## config.mk

```make
export PLATFORM = sky130hd
export DESIGN_NAME = generic_sram_byte_en_initiator_flat
export DESIGN_NICKNAME = d
export VERILOG_FILES = /design/src/rtl/generic_sram_byte_en_pkg.sv /design/src/rtl/generic_sram_byte_en_initiator_if.sv /design/src/rtl/generic_sram_byte_en_rsp_fifo.sv /design/src/rtl/generic_sram_byte_en_initiator.sv /design/src/flat_wrapper.sv
export SDC_FILE = /design/constraint.sdc
export NUM_CORES = 1
export LEC_CHECK = 0
export CORE_ASPECT_RATIO = 1.2
export CORE_MARGIN = 2
export CORE_UTILIZATION = 55
export CTS_BUF_LIST = sky130_fd_sc_hd__clkbuf_16
export CTS_CLUSTER_DIAMETER = 120
export CTS_CLUSTER_SIZE = 28
export DETAILED_ROUTE_END_ITERATION = 16
export PLACE_DENSITY = 0.86
export RECOVER_POWER = 100
export SLEW_MARGIN = 20
export SYNTH_ARGS = -nofsm -noshare
export SYNTH_HDL_FRONTEND = slang
export SYNTH_SLANG_ARGS = --single-unit
```

## constraint.sdc

```tcl
create_clock -name clock -period 7.5 [get_ports clock]
set_clock_uncertainty 0.15 [all_clocks]
set_input_delay 1.125 -clock clock [delete_from_list [all_inputs] [get_ports clock]]
set_output_delay 1.125 -clock clock [all_outputs]
set_load 0.005 [all_outputs]
```

## src/rtl/generic_sram_byte_en_pkg.sv

```systemverilog
// ---------------------------------------------------------------------------
// generic_sram_byte_en_pkg
// Shared definitions for the generic SRAM byte-enable initiator:
//   - legal range of the SRAM read latency
//   - default address/data widths
//   - sram_req_t: one request (we, adr, sel, dat_w) at the default widths
//   - apply_byte_enables: merges write data into a word under a byte mask
// No ports (package).
// ---------------------------------------------------------------------------
package generic_sram_byte_en_pkg;

    localparam int RD_LATENCY_MIN    = 1;
    localparam int RD_LATENCY_MAX    = 4;
    localparam int DEFAULT_ADR_WIDTH = 20;
    localparam int DEFAULT_DAT_WIDTH = 32;
    localparam int DEFAULT_SEL_WIDTH = DEFAULT_DAT_WIDTH / 8;

    typedef struct packed {
        logic                         we;
        logic [DEFAULT_ADR_WIDTH-1:0] adr;
        logic [DEFAULT_SEL_WIDTH-1:0] sel;
        logic [DEFAULT_DAT_WIDTH-1:0] dat_w;
    } sram_req_t;

    // Byte-masked merge: byte b of the result comes from new_word when
    // sel[b] is set, otherwise it keeps the old byte.
    function automatic logic [DEFAULT_DAT_WIDTH-1:0] apply_byte_enables(
        input logic [DEFAULT_DAT_WIDTH-1:0] old_word,
        input logic [DEFAULT_DAT_WIDTH-1:0] new_word,
        input logic [DEFAULT_SEL_WIDTH-1:0] sel
    );
        logic [DEFAULT_DAT_WIDTH-1:0] merged;
        merged = old_word;
        for (int b = 0; b < DEFAULT_SEL_WIDTH; b++) begin
            if (sel[b]) begin
                merged[8*b +: 8] = new_word[8*b +: 8];
            end
        end
        return merged;
    endfunction

endpackage

```

## src/rtl/generic_sram_byte_en_initiator_if.sv

```systemverilog
// ---------------------------------------------------------------------------
// generic_sram_byte_en_initiator_if
// Bundles the three buses the initiator touches:
//   - request stream  : req_valid/req_ready/req_we/req_adr/req_sel/req_dat_w
//   - response stream : rsp_valid/rsp_ready/rsp_dat_r
//   - SRAM port       : sram_addr/sram_write_en/sram_byte_en/
//                       sram_write_data/sram_read_data
// Modports:
//   master : the initiator itself (bus master of the SRAM port)
//   slave  : everything around it (request source, response sink, SRAM)
// ---------------------------------------------------------------------------
interface generic_sram_byte_en_initiator_if
    import generic_sram_byte_en_pkg::*;
#(
    parameter int ADR_WIDTH = DEFAULT_ADR_WIDTH,
    parameter int DAT_WIDTH = DEFAULT_DAT_WIDTH
);
    localparam int SEL_WIDTH = DAT_WIDTH / 8;

    logic                 req_valid;
    logic                 req_ready;
    logic                 req_we;
    logic [ADR_WIDTH-1:0] req_adr;
    logic [SEL_WIDTH-1:0] req_sel;
    logic [DAT_WIDTH-1:0] req_dat_w;

    logic                 rsp_valid;
    logic                 rsp_ready;
    logic [DAT_WIDTH-1:0] rsp_dat_r;

    logic [ADR_WIDTH-1:0] sram_addr;
    logic                 sram_write_en;
    logic [SEL_WIDTH-1:0] sram_byte_en;
    logic [DAT_WIDTH-1:0] sram_write_data;
    logic [DAT_WIDTH-1:0] sram_read_data;

    modport master (
        input  req_valid, req_we, req_adr, req_sel, req_dat_w,
        output req_ready,
        output rsp_valid, rsp_dat_r,
        input  rsp_ready,
        output sram_addr, sram_write_en, sram_byte_en, sram_write_data,
        input  sram_read_data
    );

    modport slave (
        output req_valid, req_we, req_adr, req_sel, req_dat_w,
        input  req_ready,
        input  rsp_valid, rsp_dat_r,
        output rsp_ready,
        input  sram_addr, sram_write_en, sram_byte_en, sram_write_data,
        output sram_read_data
    );

endinterface

```

## src/rtl/generic_sram_byte_en_rsp_fifo.sv

```systemverilog
// ---------------------------------------------------------------------------
// generic_sram_byte_en_rsp_fifo
// In-order synchronous FIFO holding read data until the consumer takes it.
// Ports:
//   clock, reset_n   : rising-edge clock, asynchronous active-low reset
//   push, push_data  : write one entry
//   pop              : drop the head entry
//   empty, full      : occupancy flags
//   head             : current head entry (registered storage, no bypass)
// Parameters: DEPTH (power of two, >= 2), WIDTH (entry width).
// ---------------------------------------------------------------------------
module generic_sram_byte_en_rsp_fifo #(
    parameter int DEPTH = 4,
    parameter int WIDTH = 32
) (
    input  logic             clock,
    input  logic             reset_n,
    input  logic             push,
    input  logic [WIDTH-1:0] push_data,
    input  logic             pop,
    output logic             empty,
    output logic             full,
    output logic [WIDTH-1:0] head
);
    localparam int PTR_WIDTH = $clog2(DEPTH);

    logic [WIDTH-1:0]   mem [DEPTH];
    logic [PTR_WIDTH:0] wr_ptr;
    logic [PTR_WIDTH:0] rd_ptr;
    logic               do_push;
    logic               do_pop;

    // Pointers carry one extra wrap bit so full and empty can be told apart
    // when the index bits match.
    assign empty = (wr_ptr == rd_ptr);
    assign full  = (wr_ptr[PTR_WIDTH] != rd_ptr[PTR_WIDTH]) &&
                   (wr_ptr[PTR_WIDTH-1:0] == rd_ptr[PTR_WIDTH-1:0]);

    // A push into a full FIFO is honoured only when the head leaves in the
    // same cycle, which frees exactly the slot being written.
    assign do_pop  = pop & ~empty;
    assign do_push = push & (~full | do_pop);

    assign head = mem[rd_ptr[PTR_WIDTH-1:0]];

    // Storage and pointers; storage is cleared so the head reads zero
    // after reset.
    always_ff @(posedge clock or negedge reset_n) begin
        if (!reset_n) begin
            wr_ptr <= '0;
            rd_ptr <= '0;
            for (int i = 0; i < DEPTH; i++) begin
                mem[i] <= '0;
            end
        end else begin
            if (do_push) begin
                mem[wr_ptr[PTR_WIDTH-1:0]] <= push_data;
                wr_ptr                     <= wr_ptr + 1'b1;
            end
            if (do_pop) begin
                rd_ptr <= rd_ptr + 1'b1;
            end
        end
    end

endmodule

```

## src/rtl/generic_sram_byte_en_initiator.sv

```systemverilog
// ---------------------------------------------------------------------------
// generic_sram_byte_en_initiator
// Turns a valid/ready request stream (reads and byte-masked writes) into
// single-cycle SRAM accesses and returns read data, in order, on a
// valid/ready response stream.
// Ports:
//   clock   : rising-edge clock
//   reset_n : asynchronous active-low reset
//   bus     : master modport carrying the request stream, response stream
//             and SRAM port
// Parameters: ADR_WIDTH, DAT_WIDTH (multiple of 8), RD_LATENCY (1..4),
//             RSP_DEPTH (power of two, >= 2).
// ---------------------------------------------------------------------------
module generic_sram_byte_en_initiator
    import generic_sram_byte_en_pkg::*;
#(
    parameter int ADR_WIDTH  = DEFAULT_ADR_WIDTH,
    parameter int DAT_WIDTH  = DEFAULT_DAT_WIDTH,
    parameter int RD_LATENCY = RD_LATENCY_MIN,
    parameter int RSP_DEPTH  = 4
) (
    input logic                              clock,
    input logic                              reset_n,
    generic_sram_byte_en_initiator_if.master bus
);
    localparam int SEL_WIDTH = DAT_WIDTH / 8;
    localparam int CRD_WIDTH = $clog2(RSP_DEPTH) + 1;

    logic [CRD_WIDTH-1:0]  credits;
    logic                  req_fire;
    logic                  rd_fire;
    logic                  wr_fire;
    logic                  rsp_fire;

    logic [ADR_WIDTH-1:0]  addr_q;
    logic                  write_en_q;
    logic [SEL_WIDTH-1:0]  byte_en_q;
    logic [DAT_WIDTH-1:0]  write_data_q;

    logic [RD_LATENCY:0]   tag_q;
    logic                  fifo_push;
    logic                  fifo_empty;
    logic                  fifo_full;

    // req_ready looks only at the credit register, so neither the request
    // fields nor rsp_ready reach it combinationally.
    assign bus.req_ready = (credits != '0);
    assign req_fire      = bus.req_valid & bus.req_ready;
    assign rd_fire       = req_fire & ~bus.req_we;
    assign wr_fire       = req_fire & bus.req_we;
    assign rsp_fire      = bus.rsp_valid & bus.rsp_ready;

    // One credit per free response slot: a read reserves its slot when it
    // is accepted and gives it back when its data leaves the FIFO.
    always_ff @(posedge clock or negedge reset_n) begin
        if (!reset_n) begin
            credits <= CRD_WIDTH'(RSP_DEPTH);
        end else if (rd_fire && !rsp_fire) begin
            credits <= credits - CRD_WIDTH'(1);
        end else if (!rd_fire && rsp_fire) begin
            credits <= credits + CRD_WIDTH'(1);
        end
    end

    // Issue stage: strobes are single-cycle, address and write data hold
    // their last values between accesses.
    always_ff @(posedge clock or negedge reset_n) begin
        if (!reset_n) begin
            addr_q       <= '0;
            write_en_q   <= 1'b0;
            byte_en_q    <= '0;
            write_data_q <= '0;
        end else begin
            write_en_q <= wr_fire;
            byte_en_q  <= wr_fire ? bus.req_sel : '0;
            if (req_fire) begin
                addr_q <= bus.req_adr;
            end
            if (wr_fire) begin
                write_data_q <= bus.req_dat_w;
            end
        end
    end

    assign bus.sram_addr       = addr_q;
    assign bus.sram_write_en   = write_en_q;
    assign bus.sram_byte_en    = byte_en_q;
    assign bus.sram_write_data = write_data_q;

    // Read tags: stage 0 lines up with the cycle the SRAM sees the address,
    // stage RD_LATENCY with the cycle its read data is valid.
    always_ff @(posedge clock or negedge reset_n) begin
        if (!reset_n) begin
            tag_q <= '0;
        end else begin
            tag_q <= {tag_q[RD_LATENCY-1:0], rd_fire};
        end
    end

    assign fifo_push = tag_q[RD_LATENCY];

    generic_sram_byte_en_rsp_fifo #(
        .DEPTH (RSP_DEPTH),
        .WIDTH (DAT_WIDTH)
    ) u_rsp_fifo (
        .clock     (clock),
        .reset_n   (reset_n),
        .push      (fifo_push),
        .push_data (bus.sram_read_data),
        .pop       (rsp_fire),
        .empty     (fifo_empty),
        .full      (fifo_full),
        .head      (bus.rsp_dat_r)
    );

    assign bus.rsp_valid = ~fifo_empty;

    // The credit scheme guarantees a free slot for every tagged read.
    push_never_overflows: assert property (
        @(posedge clock) disable iff (!reset_n)
        !(fifo_push && fifo_full && !rsp_fire)
    );

endmodule

```

## src/flat_wrapper.sv

```systemverilog
// flat-port wrapper written by rule: the top's interface ports become plain ports
module generic_sram_byte_en_initiator_flat import generic_sram_byte_en_pkg::*;
#(
    parameter int ADR_WIDTH  = DEFAULT_ADR_WIDTH,
    parameter int DAT_WIDTH  = DEFAULT_DAT_WIDTH,
    parameter int RD_LATENCY = RD_LATENCY_MIN,
    parameter int RSP_DEPTH  = 4
)
  (clock, reset_n, bus_req_valid, bus_req_we, bus_req_adr, bus_req_sel, bus_req_dat_w, bus_req_ready, bus_rsp_valid, bus_rsp_dat_r, bus_rsp_ready, bus_sram_addr, bus_sram_write_en, bus_sram_byte_en, bus_sram_write_data, bus_sram_read_data);
  generic_sram_byte_en_initiator_if #(.ADR_WIDTH(ADR_WIDTH), .DAT_WIDTH(DAT_WIDTH)) bus_i ();
  input logic clock;
  input logic reset_n;
  input wire logic [$bits(bus_i.req_valid)-1:0] bus_req_valid;
  input wire logic [$bits(bus_i.req_we)-1:0] bus_req_we;
  input wire logic [$bits(bus_i.req_adr)-1:0] bus_req_adr;
  input wire logic [$bits(bus_i.req_sel)-1:0] bus_req_sel;
  input wire logic [$bits(bus_i.req_dat_w)-1:0] bus_req_dat_w;
  output wire logic [$bits(bus_i.req_ready)-1:0] bus_req_ready;
  output wire logic [$bits(bus_i.rsp_valid)-1:0] bus_rsp_valid;
  output wire logic [$bits(bus_i.rsp_dat_r)-1:0] bus_rsp_dat_r;
  input wire logic [$bits(bus_i.rsp_ready)-1:0] bus_rsp_ready;
  output wire logic [$bits(bus_i.sram_addr)-1:0] bus_sram_addr;
  output wire logic [$bits(bus_i.sram_write_en)-1:0] bus_sram_write_en;
  output wire logic [$bits(bus_i.sram_byte_en)-1:0] bus_sram_byte_en;
  output wire logic [$bits(bus_i.sram_write_data)-1:0] bus_sram_write_data;
  input wire logic [$bits(bus_i.sram_read_data)-1:0] bus_sram_read_data;
  assign bus_i.req_valid = bus_req_valid;
  assign bus_i.req_we = bus_req_we;
  assign bus_i.req_adr = bus_req_adr;
  assign bus_i.req_sel = bus_req_sel;
  assign bus_i.req_dat_w = bus_req_dat_w;
  assign bus_req_ready = bus_i.req_ready;
  assign bus_rsp_valid = bus_i.rsp_valid;
  assign bus_rsp_dat_r = bus_i.rsp_dat_r;
  assign bus_i.rsp_ready = bus_rsp_ready;
  assign bus_sram_addr = bus_i.sram_addr;
  assign bus_sram_write_en = bus_i.sram_write_en;
  assign bus_sram_byte_en = bus_i.sram_byte_en;
  assign bus_sram_write_data = bus_i.sram_write_data;
  assign bus_i.sram_read_data = bus_sram_read_data;
  generic_sram_byte_en_initiator #(.ADR_WIDTH(ADR_WIDTH), .DAT_WIDTH(DAT_WIDTH), .RD_LATENCY(RD_LATENCY), .RSP_DEPTH(RSP_DEPTH)) u_core (.clock(clock), .reset_n(reset_n), .bus(bus_i));
endmodule
```

Yosys cells after proc, flatten, opt, wreduce, memory -nomap -nowiden:

Index checks and enable logic that the tools add are counted.

* flip-flop bits (word level): 196
* bits of input ports: 93
* output and inout port bits: 91
* word-level logic and storage cells: 51

* add/sub/neg operators: 4
* $lt $le $gt $ge: 3
* equality and inequality tests: 3
* mux-type cells: 9
* bitwise operators: 12
* reduce and logical (&&, ||, !) cells: 8

Operators by type and width (count)
* bitwise mux 128 bit: 1
* 2-to-1 mux 32 bit: 3
* binary-select mux 32 bit (select 2 bit): 1
* demux 32 bit (select 2 bit): 1
* adder 3 x 1 -> 3 bit (second input constant): 3
* AND 1 bit: 6
* greater-or-equal comparator 3 bit (second input constant): 2
* 2-to-1 mux 3 bit: 2
* NOT 2 -> 3 bit: 2
* logical AND 1 bit: 4
* 2-to-1 mux 4 bit: 1
* equality test 3 bit: 1
* less-than comparator 3 x 1 -> 1 bit (second input constant): 1
* NOT 1 bit: 3
* nonzero test 3 bit: 1
* subtractor 3 x 1 -> 3 bit (second input constant): 1
* equality test 2 bit: 1
* logical NOT 1 bit: 2
* nonzero test 2 bit: 1
* != test 1 bit: 1
* bitwise OR 1 bit: 1

Longest topological paths before layout:

Gate-level depths: netlist of the first run.

* depth after elaboration: 7
* mapped depth: 10
* mapped depth without buffers: 9

Hierarchy:

From an unflattened synthesis of the first run, not the netlist that was laid out.

* cells, all modules: 495
* area total of the unflattened synthesis: 8722.1 um^2

Modules (own cells, without submodules)
* generic_sram_byte_en_rsp_fifo: instances 1, cells an instance 352, area an instance 6222.2 um^2, seq. area each 3353.2 um^2
* generic_sram_byte_en_initiator: instances 1, cells an instance 143, area an instance 2499.9 um^2, seq. area each 1552.7 um^2

Worst setup path before layout of the first run:

No wires, ideal clock.

* path kind: input port to flip-flop
* start point: input bus_rsp_ready
* end point: register u_core.credits[2]
* setup time: 75 ps
* data arrival time: 2499 ps
* required time: 7275 ps
* path slack: 4776 ps
* cell stages on the path: 8
* buffers on the path: 1
* path through: buf_2 -> o31ai_1 -> ha_1 -> inv_1 -> fa_1 -> xor2_1 -> nor2_1 -> xor2_1

* cells in the longest elaborated chain, start to end: 4
* elaborated cells between the ends (all ways): 6
* those cells by class: 1 x mux; 1 x bitwise; 4 x reduce/logical

RTL lines
* start: declaration: line flat_wrapper.sv:21 `input wire logic [$bits(bus_i.rsp_ready)-1:0] bus_rsp_ready;`
* AND 1 bit *: line generic_sram_byte_en_initiator.sv:51 `assign rsp_fire = bus.rsp_valid & bus.rsp_ready;`
* logical NOT 1 bit: line generic_sram_byte_en_initiator.sv:58 `end else if (rd_fire && !rsp_fire) begin`
* logical AND 1 bit: line generic_sram_byte_en_initiator.sv:58
* 2-to-1 mux 3 bit / nonzero test 2 bit (equally long branches)
* end signal: assignment: line generic_sram_byte_en_initiator.sv:57 `credits <= CRD_WIDTH'(RSP_DEPTH);`
* end signal: assignment: line generic_sram_byte_en_initiator.sv:59 `credits <= credits - CRD_WIDTH'(1);`
* end signal: assignment: line generic_sram_byte_en_initiator.sv:61 `credits <= credits + CRD_WIDTH'(1);`
* end: declaration: line generic_sram_byte_en_initiator.sv:29 `logic [CRD_WIDTH-1:0] credits;`

Mark *: on every way between the ends. The rest lies on a longest branch, timed or not.
A chain may end at the register's enable or synchronous reset.

Worst setup path in the final report of the first run:

* start point: register u_core.u_rsp_fifo.rd_ptr[1]
* end point: register u_core.u_rsp_fifo.mem[38] in the netlist's numbering

* cells in the longest elaborated chain, start to end: 6
* elaborated cells between the ends (all ways): 9
* those cells by class: 2 x eq/ne; 6 x bitwise; 1 x reduce/logical

RTL lines
* start: declaration: line generic_sram_byte_en_rsp_fifo.sv:29 `logic [PTR_WIDTH:0] rd_ptr;`
* start signal: assignment: line generic_sram_byte_en_rsp_fifo.sv:61 `rd_ptr <= rd_ptr + 1'b1;`
* equality test 3 bit: line generic_sram_byte_en_rsp_fifo.sv:35 `assign empty = (wr_ptr == rd_ptr);`
* NOT 1 bit: line generic_sram_byte_en_rsp_fifo.sv:41, generic_sram_byte_en_initiator.sv:116
* AND 1 bit: line generic_sram_byte_en_initiator.sv:51
* AND 1 bit: line generic_sram_byte_en_rsp_fifo.sv:41 `assign do_pop = pop & ~empty;`
* bitwise OR 1 bit *: line generic_sram_byte_en_rsp_fifo.sv:42 `assign do_push = push & (~full | do_pop);`
* AND 1 bit *: line generic_sram_byte_en_rsp_fifo.sv:42
* end signal: indexed assignment: line generic_sram_byte_en_rsp_fifo.sv:57 `mem[wr_ptr[PTR_WIDTH-1:0]] <= push_data;`
* end: declaration: line generic_sram_byte_en_rsp_fifo.sv:27 `logic [WIDTH-1:0] mem [DEPTH];`

Marks and branches as above.

==> results of run 1 <==
[where the power goes]
| group | switching (mW) | internal (mW) | leakage, nW |
|---|---|---|---|
| Sequential | 0.324 | 1.53 | 2.35 |
| Combinational | 0.589 | 1.11 | 2.02 |
| Clock | 0.385 | 0.589 | 0.309 |
[worst max-delay path by stage]
stage | start | to | slack, ns | cells past startpoint
after floorplan | bus_rsp_ready | u_core.credits[2] | 4.78 | 8
after global placement | bus_rsp_ready | u_core.u_rsp_fifo.mem[34] | 3.63 | 4
after detailed placement | bus_rsp_ready | u_core.u_rsp_fifo.mem[49] | 3.58 | 4
after CTS | u_core.u_rsp_fifo.rd_ptr[0] | bus_rsp_valid | 3.43 | 4
after global routing | u_core.u_rsp_fifo.rd_ptr[1] | u_core.u_rsp_fifo.mem[45] | 1.77 | 4
final | u_core.u_rsp_fifo.rd_ptr[1] | u_core.u_rsp_fifo.mem[38] | 2.15 | 4
[cell usage in the layout (no fill, tap or decap), types with 3 or more instances in the layout]
cell and n:
and2_1 7, buf_4 4, bufinv_16 5, clkbuf_1 3
clkbuf_16 17, clkdlybuf4s50_1 90, clkinv_1 4, dfrtp_1 195
dlygate4sd3_1 92, ha_1 6, inv_1 8, mux2_1 33
mux2_2 143, mux2_4 6, mux4_2 32, o41ai_1 3
xnor2_1 4, xor2_1 4
[synth_stat cells (all sizes together)]
cell	n	area (um^2)
fa	1	20.0
xor2	5	81.3
ha	6	75.1
inv	7	26.3
clkbuf	3	11.3
mux4	32	721
o31ai	1	7.51
mux2	182	2160
dfrtp	195	4880
or3	2	12.5
nand2	1	3.75
and2	8	50.1
o41ai	5	119
dfstp	1	26.3
mux2i	2	20.0
xnor2	5	51.3
o311a	1	10.0
o311ai	1	8.76
nor2	2	7.51
nand3	1	5.00
buf	23	196
[kinds of logic after synthesis]
| kind of cell | after synthesis | share of synthesized area |
|---|---|---|
| fa+ha+maj | 7 | 0.0112 |
| buf+inv | 33 | 0.0276 |
| simple gates | 14 | 0.00928 |
| xor+xnor | 10 | 0.0156 |
| compound gates | 8 | 0.0171 |
| flops | 196 | 0.578 |
| mux | 216 | 0.341 |
[final cells by class]
type | count | area, um^2 | share of cell area
clock buffers | 17 | 425 | 0.0390
clock inverters | 15 | 211 | 0.0194
inverters | 7 | 26.3 | 0.00241
multi-input cells | 255 | 3210 | 0.294
flip-flops and latches | 196 | 4910 | 0.450
well taps | 204 | 255 | 0.0234
repair buffers | 190 | 1880 | 0.172
[routing by layer]
metal | GRT usage | up-vias
met5 | 0 | -
met4 | 0.0729 | 0
met3 | 0.0916 | 23
met2 | 0.418 | 183
met1 | 0.269 | 2527
li1 | - | 2141
[metrics by stage]
| step | power (mW) | util | hold slack [ns] | cell area [um^2] |
|---|---|---|---|---|
| 2_1_floorplan | 2.90 | - | 0.181 | 8490 |
| 3_5_place_dp | 3.78 | 0.694 | 0.189 | 10400 |
| 5_1_grt | 4.80 | 0.726 | 0.220 | 10900 |
| 4_1_cts | 4.78 | 0.737 | 0.211 | 11100 |
| 6_report | 4.53 | 0.726 | 0.210 | 10900 |
| 3_3_place_gp | 3.67 | 0.694 | 0.195 | 10400 |
[worst max-delay path, delay by kind of cell, from the launching register on]
family | cells | cell delay (ns)
mux | 1 | 0.38
flops | 1 | 1.56
buf+inv | 1 | 0.57
compound gates | 1 | 2.23
xor+xnor | 1 | 0.32
[sequential cells by signal, summed over array words and instances (netlist names)]
register,count
u_core.bus.sram_write_en,1
u_core.credits,3
u_core.u_rsp_fifo.mem,128
u_core.u_rsp_fifo.rd_ptr,3
u_core.bus.sram_byte_en,4
u_core.u_rsp_fifo.wr_ptr,3
u_core.bus.sram_addr,20
u_core.bus.sram_write_data,32
u_core.tag_q,2
==> run metrics, run 1 <==
sequential area share after synthesis=0.578; crit end category=flip-flop; # setup viols final=0; Cell Area, Synth=about 8500 um^2; Worst Setup Path Type=flip-flop to flip-flop; post-CTS sizing=0; nets=767; unrepaired setup endpoints after global routing=no; core area=15000 um^2; row count=49; worst-path cell chain=xor2_4 -> o41ai_1 -> buf_4 -> mux2_2; grt total ovfl=0; DRT antenna net count=0; max cap viols=6; Chip Height=140 um; area grow syn2layout=28.5%; failing checks=max-capacitance violations, max-slew violations; Hold Crit Start=u_core.tag_q[0]; Slew Limit Fails=158; Reg clk slew, reported paths=0.06 ns; Avg Cell Area, Syn=17.5 um^2; Initial Utilization=0.565; GRT Util Overall=0.238; # hold bufs at CTS=0; crit path max-delay cell type=o41ai_1; P per Cell Area=416 nW/um^2; Netlist cell types=27; slowest stage delay, CP=between 2 and 2.5 ns; CP max FO=35; post-route minimum period=5.35 ns; drt wl/cell=~21 um; CTS sink cnt=just under 200; Post-Place Cells=852; Hold Path Stages=0; drt first pass iters=4; routability cong.=0.753; initial antenna violation count=0; r2r endpoint=u_core.u_rsp_fifo.mem[38]; met1 WL=between 6 and 7 mm; Fill cells=987; clock root buffer=clkbuf_16; Peak VDD IR=180 uV; Synth Register Bits=196; DP HPWL=12.2 mm; metal3 WL=1.57 mm; Yosys warning total=0; CTS tree=yes; Post-route DRC=0; worst slew pin tran=2.67 ns; r2r startpoint=u_core.u_rsp_fifo.rd_ptr[1]; Slew headroom=-0.805; FF-to-FF setup slack=approximately 2.2 ns; Die ar.=16500 um^2; WP data required=between 7 and 8 ns; share of layout cells above drive strength 1=0.321; Net Count, Synth=584; DR vias=4874; first-pass GRT wire length=30.2 mm; WL met2=9.54 mm; Hold Path Class=flip-flop to flip-flop; n_diodes=0; DRT Wirelength=approximately 18 mm; Max Root-Sink Buffers=2; # IOs=184; fmax=around 0.19 GHz; TritonCTS Buffers=17; Max Used Layer=met4; dpl ws=between 3 and 4 ns; setup ws final=2.15 ns; htree depth=4; Reg2Reg Depth=4; Hold Vio Cnt, Final=0; Clock Latency Late Sink=0.43 ns; setup bufs post-CTS=0; status=complete, but fails checks; initial drt markers=about 200; Setup TNS Final=0 ns; Hold Path End=u_core.tag_q[1]; Startpoint Class=flip-flop; vias in the first global route=5713; Leakage Power=4.68 nW; I/O Buffers=183; Die Wd=117 um; Worst Path Arrival=5.51 ns; Post-Synthesis Cells=484; Finished Layout Cells=884; DR vias/cell=5.51; largest net degree at the start of global routing=120; period utilization=0.713
(Power assumes the default switching activity.)
==> run 2, diff against run 1 <==
--- a/config.mk
+++ b/config.mk
@@ -7,12 +7,12 @@
 export LEC_CHECK = 0
 export CORE_ASPECT_RATIO = 1.2
 export CORE_MARGIN = 2
-export CORE_UTILIZATION = 55
+export CORE_UTILIZATION = 51
 export CTS_BUF_LIST = sky130_fd_sc_hd__clkbuf_16
 export CTS_CLUSTER_DIAMETER = 120
 export CTS_CLUSTER_SIZE = 28
 export DETAILED_ROUTE_END_ITERATION = 16
-export PLACE_DENSITY = 0.86
+export PLACE_DENSITY = 0.8
 export RECOVER_POWER = 100
 export SLEW_MARGIN = 20
 export SYNTH_ARGS = -nofsm -noshare
==> constraint.sdc (replaced) <==
create_clock -name clock -period 5.5 [get_ports clock]
set_clock_uncertainty 0.15 [all_clocks]
set_input_delay 0.825 -clock clock [delete_from_list [all_inputs] [get_ports clock]]
set_output_delay 0.825 -clock clock [all_outputs]
set_load 0.005 [all_outputs]
==> run metrics, run 2 (same netlist as run 1, synthesis figures left out) <==
placed cell area=10500 um^2 (+0.46%); row count=51 (+4.1%); Max Root-Sink Buffers=2 (unchanged); commonest non-fill, non-tap cell in the layout=dfrtp_1; clock root buffer=clkbuf_16; Largest Register=u_core.u_rsp_fifo.mem; FF-to-FF setup slack=1.27 ns (-0.88 ns); nets=772 (+0.65%); status=complete, but fails checks; max cap viols=3 (-3); share of layout cells above drive strength 1=0.320 (-0.000880); # hold bufs at CTS=0 (unchanged); WP data required=4.53 ns (-3.13 ns); area occupied by registers=4910 um^2 (about the same); dpl ws=2.07 ns (-1.52 ns); n_diodes=0 (unchanged); r2r endpoint=u_core.u_rsp_fifo.mem[55]; CTS tree=yes; # IOs=184 (unchanged); CTS sink cnt=196 (unchanged); largest net degree at the start of global routing=95 (-21%); Top delay family on crit path=flip-flops; Die Wd=122 um (+3.7%); Setup TNS Final=0 ns (unchanged); Reg2Reg Depth=4 (unchanged); Post-route DRC=0 (unchanged); area grow syn2layout=27.6%; first-pass GRT wire length=28.4 mm (-6.1%); Fill cells=1204 (+22%); Crit path buffers/inverters=1 (unchanged); Psw=1.73 mW (+33%); commonest cells after routing, fill and taps aside=194 x dfrtp_1, 147 x mux2_2, 91 x clkdlybuf4s50_1, 91 x dlygate4sd3_1, 33 x mux2_1; fmax=0.230 GHz; GRT Util Overall=0.207 (-0.0308); r2r startpoint=u_core.u_rsp_fifo.rd_ptr[1]; P per Cell Area=553 nW/um^2 (+33%); CP max FO=35 (unchanged); TritonCTS Buffers=17 (unchanged); Hold Path Class=flip-flop to flip-flop; htree depth=4 (unchanged); clock network fraction of total power=0.198 (-0.017); Reg clk slew, reported paths=0.07 ns (about the same); drt wl/cell=19.4 um (-5.6%); DRT Wirelength=17.4 mm (-4.2%); Multi-input gate area=3170 um^2 (-1.1%); Gate power share=0.380 (+0.004); DP HPWL=11.9 mm (-1.8%); setup ws final=1.15 ns (-1.00 ns); Slew headroom=-0.765 (+0.0405); core area=16300 um^2 (+8.3%); post-route minimum period=4.35 ns; grt total ovfl=0 (unchanged); I/O Buffers=183 (unchanged); # setup viols final=0 (unchanged); initial antenna violation count=0 (unchanged); Leakage Power=4.62 nW (-1.2%); Initial Utilization=0.522 (-0.0435); post-route cell area=10800 um^2 (-0.68%); failing checks=max-capacitance violations, max-slew violations; DR vias/cell=5.39 (-2.3%); Worst Path Arrival=3.37 ns (-2.14 ns); Slew Limit Fails=121 (-23%); Hold Path Stages=0 (unchanged); routability cong.=0.715 (-5.0%); Sequential Power Share=0.421 (+0.012); Startpoint Class=flip-flop; slowest stage delay, CP=1.56 ns (-0.67 ns); Peak VDD IR=226 uV (+26%); Chip Height=145 um (+3.7%); Hold Vio Cnt, Final=0 (unchanged); crit path max-delay cell type=dfrtp_1; unrepaired setup endpoints after global routing=no; Clock Latency Late Sink=0.42 ns (about the same); number of flip-flops in the largest register=128 (unchanged); DRT antenna net count=0 (unchanged); Hold Crit Start=u_core.tag_q[0]; Sw Share=0.289 (+0.00252); crit end category=output port; DR vias=4834 (-0.82%); Die ar.=17700 um^2 (+7.6%); post-CTS sizing=0 (unchanged); Worst Setup Path Type=flip-flop to output port; post-layout util=0.666 (-0.0604); period utilization=0.790; internal power=4.26 mW (+32%); vias in the first global route=5490 (-3.9%); setup bufs post-CTS=0 (unchanged); Hold Path End=u_core.tag_q[1]; worst slew pin tran=2.65 ns (-0.0258 ns); Power, Total=5.99 mW (+32%); initial drt markers=158 (-21%); drt first pass iters=4 (unchanged); worst-path cell chain=xor2_4 -> or3_1 -> dlygate4sd3_1
run 2: final cells by class:
class | instances | share of cell area
clock buffers | 17 | 0.0393
repair buffers | 195 | 0.175
clock inverters | 15 | 0.0130
inverters | 7 | 0.00242
multi-input cells | 255 | 0.293
well taps | 212 | 0.0245
flip-flops and latches | 196 | 0.453
run 2: per-layer routing:
metal,track usage,share of wire,up-vias
li1,-,-,2144
met1,0.249,0.40,2521
met2,0.349,0.51,155
met3,0.0741,0.080,14
met4,0.0603,0.010,0
met5,0,0,-
run 2: worst register-to-register path, delay by kind of cell (launching register included):
kind                   cells  cell delay [ns]
multiplexers               1             0.38
buffers and inverters      1             0.47
flip-flops                 1             1.56
XOR/XNOR                   1             0.30
AO/OA/AOI/OAI              1             1.26
run 2: per-stage QoR:
stage,hold slack [ns],cells
CTS,0.219,897
global route,0.241,897
floorplan,0.181,484
finish,0.216,897
global placement,0.194,865
detailed placement,0.201,865
run 2: power by group through the flow:
stage	combinational [mW]	sequential, mW	clock, mW
2_1_floorplan	1.59	2.37	0
3_3_place_gp	2.53	2.50	0
3_5_place_dp	2.59	2.56	0
4_1_cts	2.61	2.54	1.22
5_1_grt	2.47	2.61	1.28
6_report	2.28	2.52	1.19
run 2: worst max-delay path by stage:
stage,slack (ns),start,depth (start not counted),to
after CTS,1.75,u_core.u_rsp_fifo.rd_ptr[0],3,bus_rsp_dat_r[23]
after detailed placement,2.07,bus_req_valid,9,u_core.credits[2]
final,1.15,u_core.u_rsp_fifo.rd_ptr[1],3,bus_rsp_valid
after floorplan,3.01,u_core.u_rsp_fifo.rd_ptr[0],9,u_core.credits[2]
after global routing,0.98,u_core.u_rsp_fifo.rd_ptr[1],4,u_core.u_rsp_fifo.mem[44]
after global placement,2.11,bus_req_valid,9,u_core.credits[2]
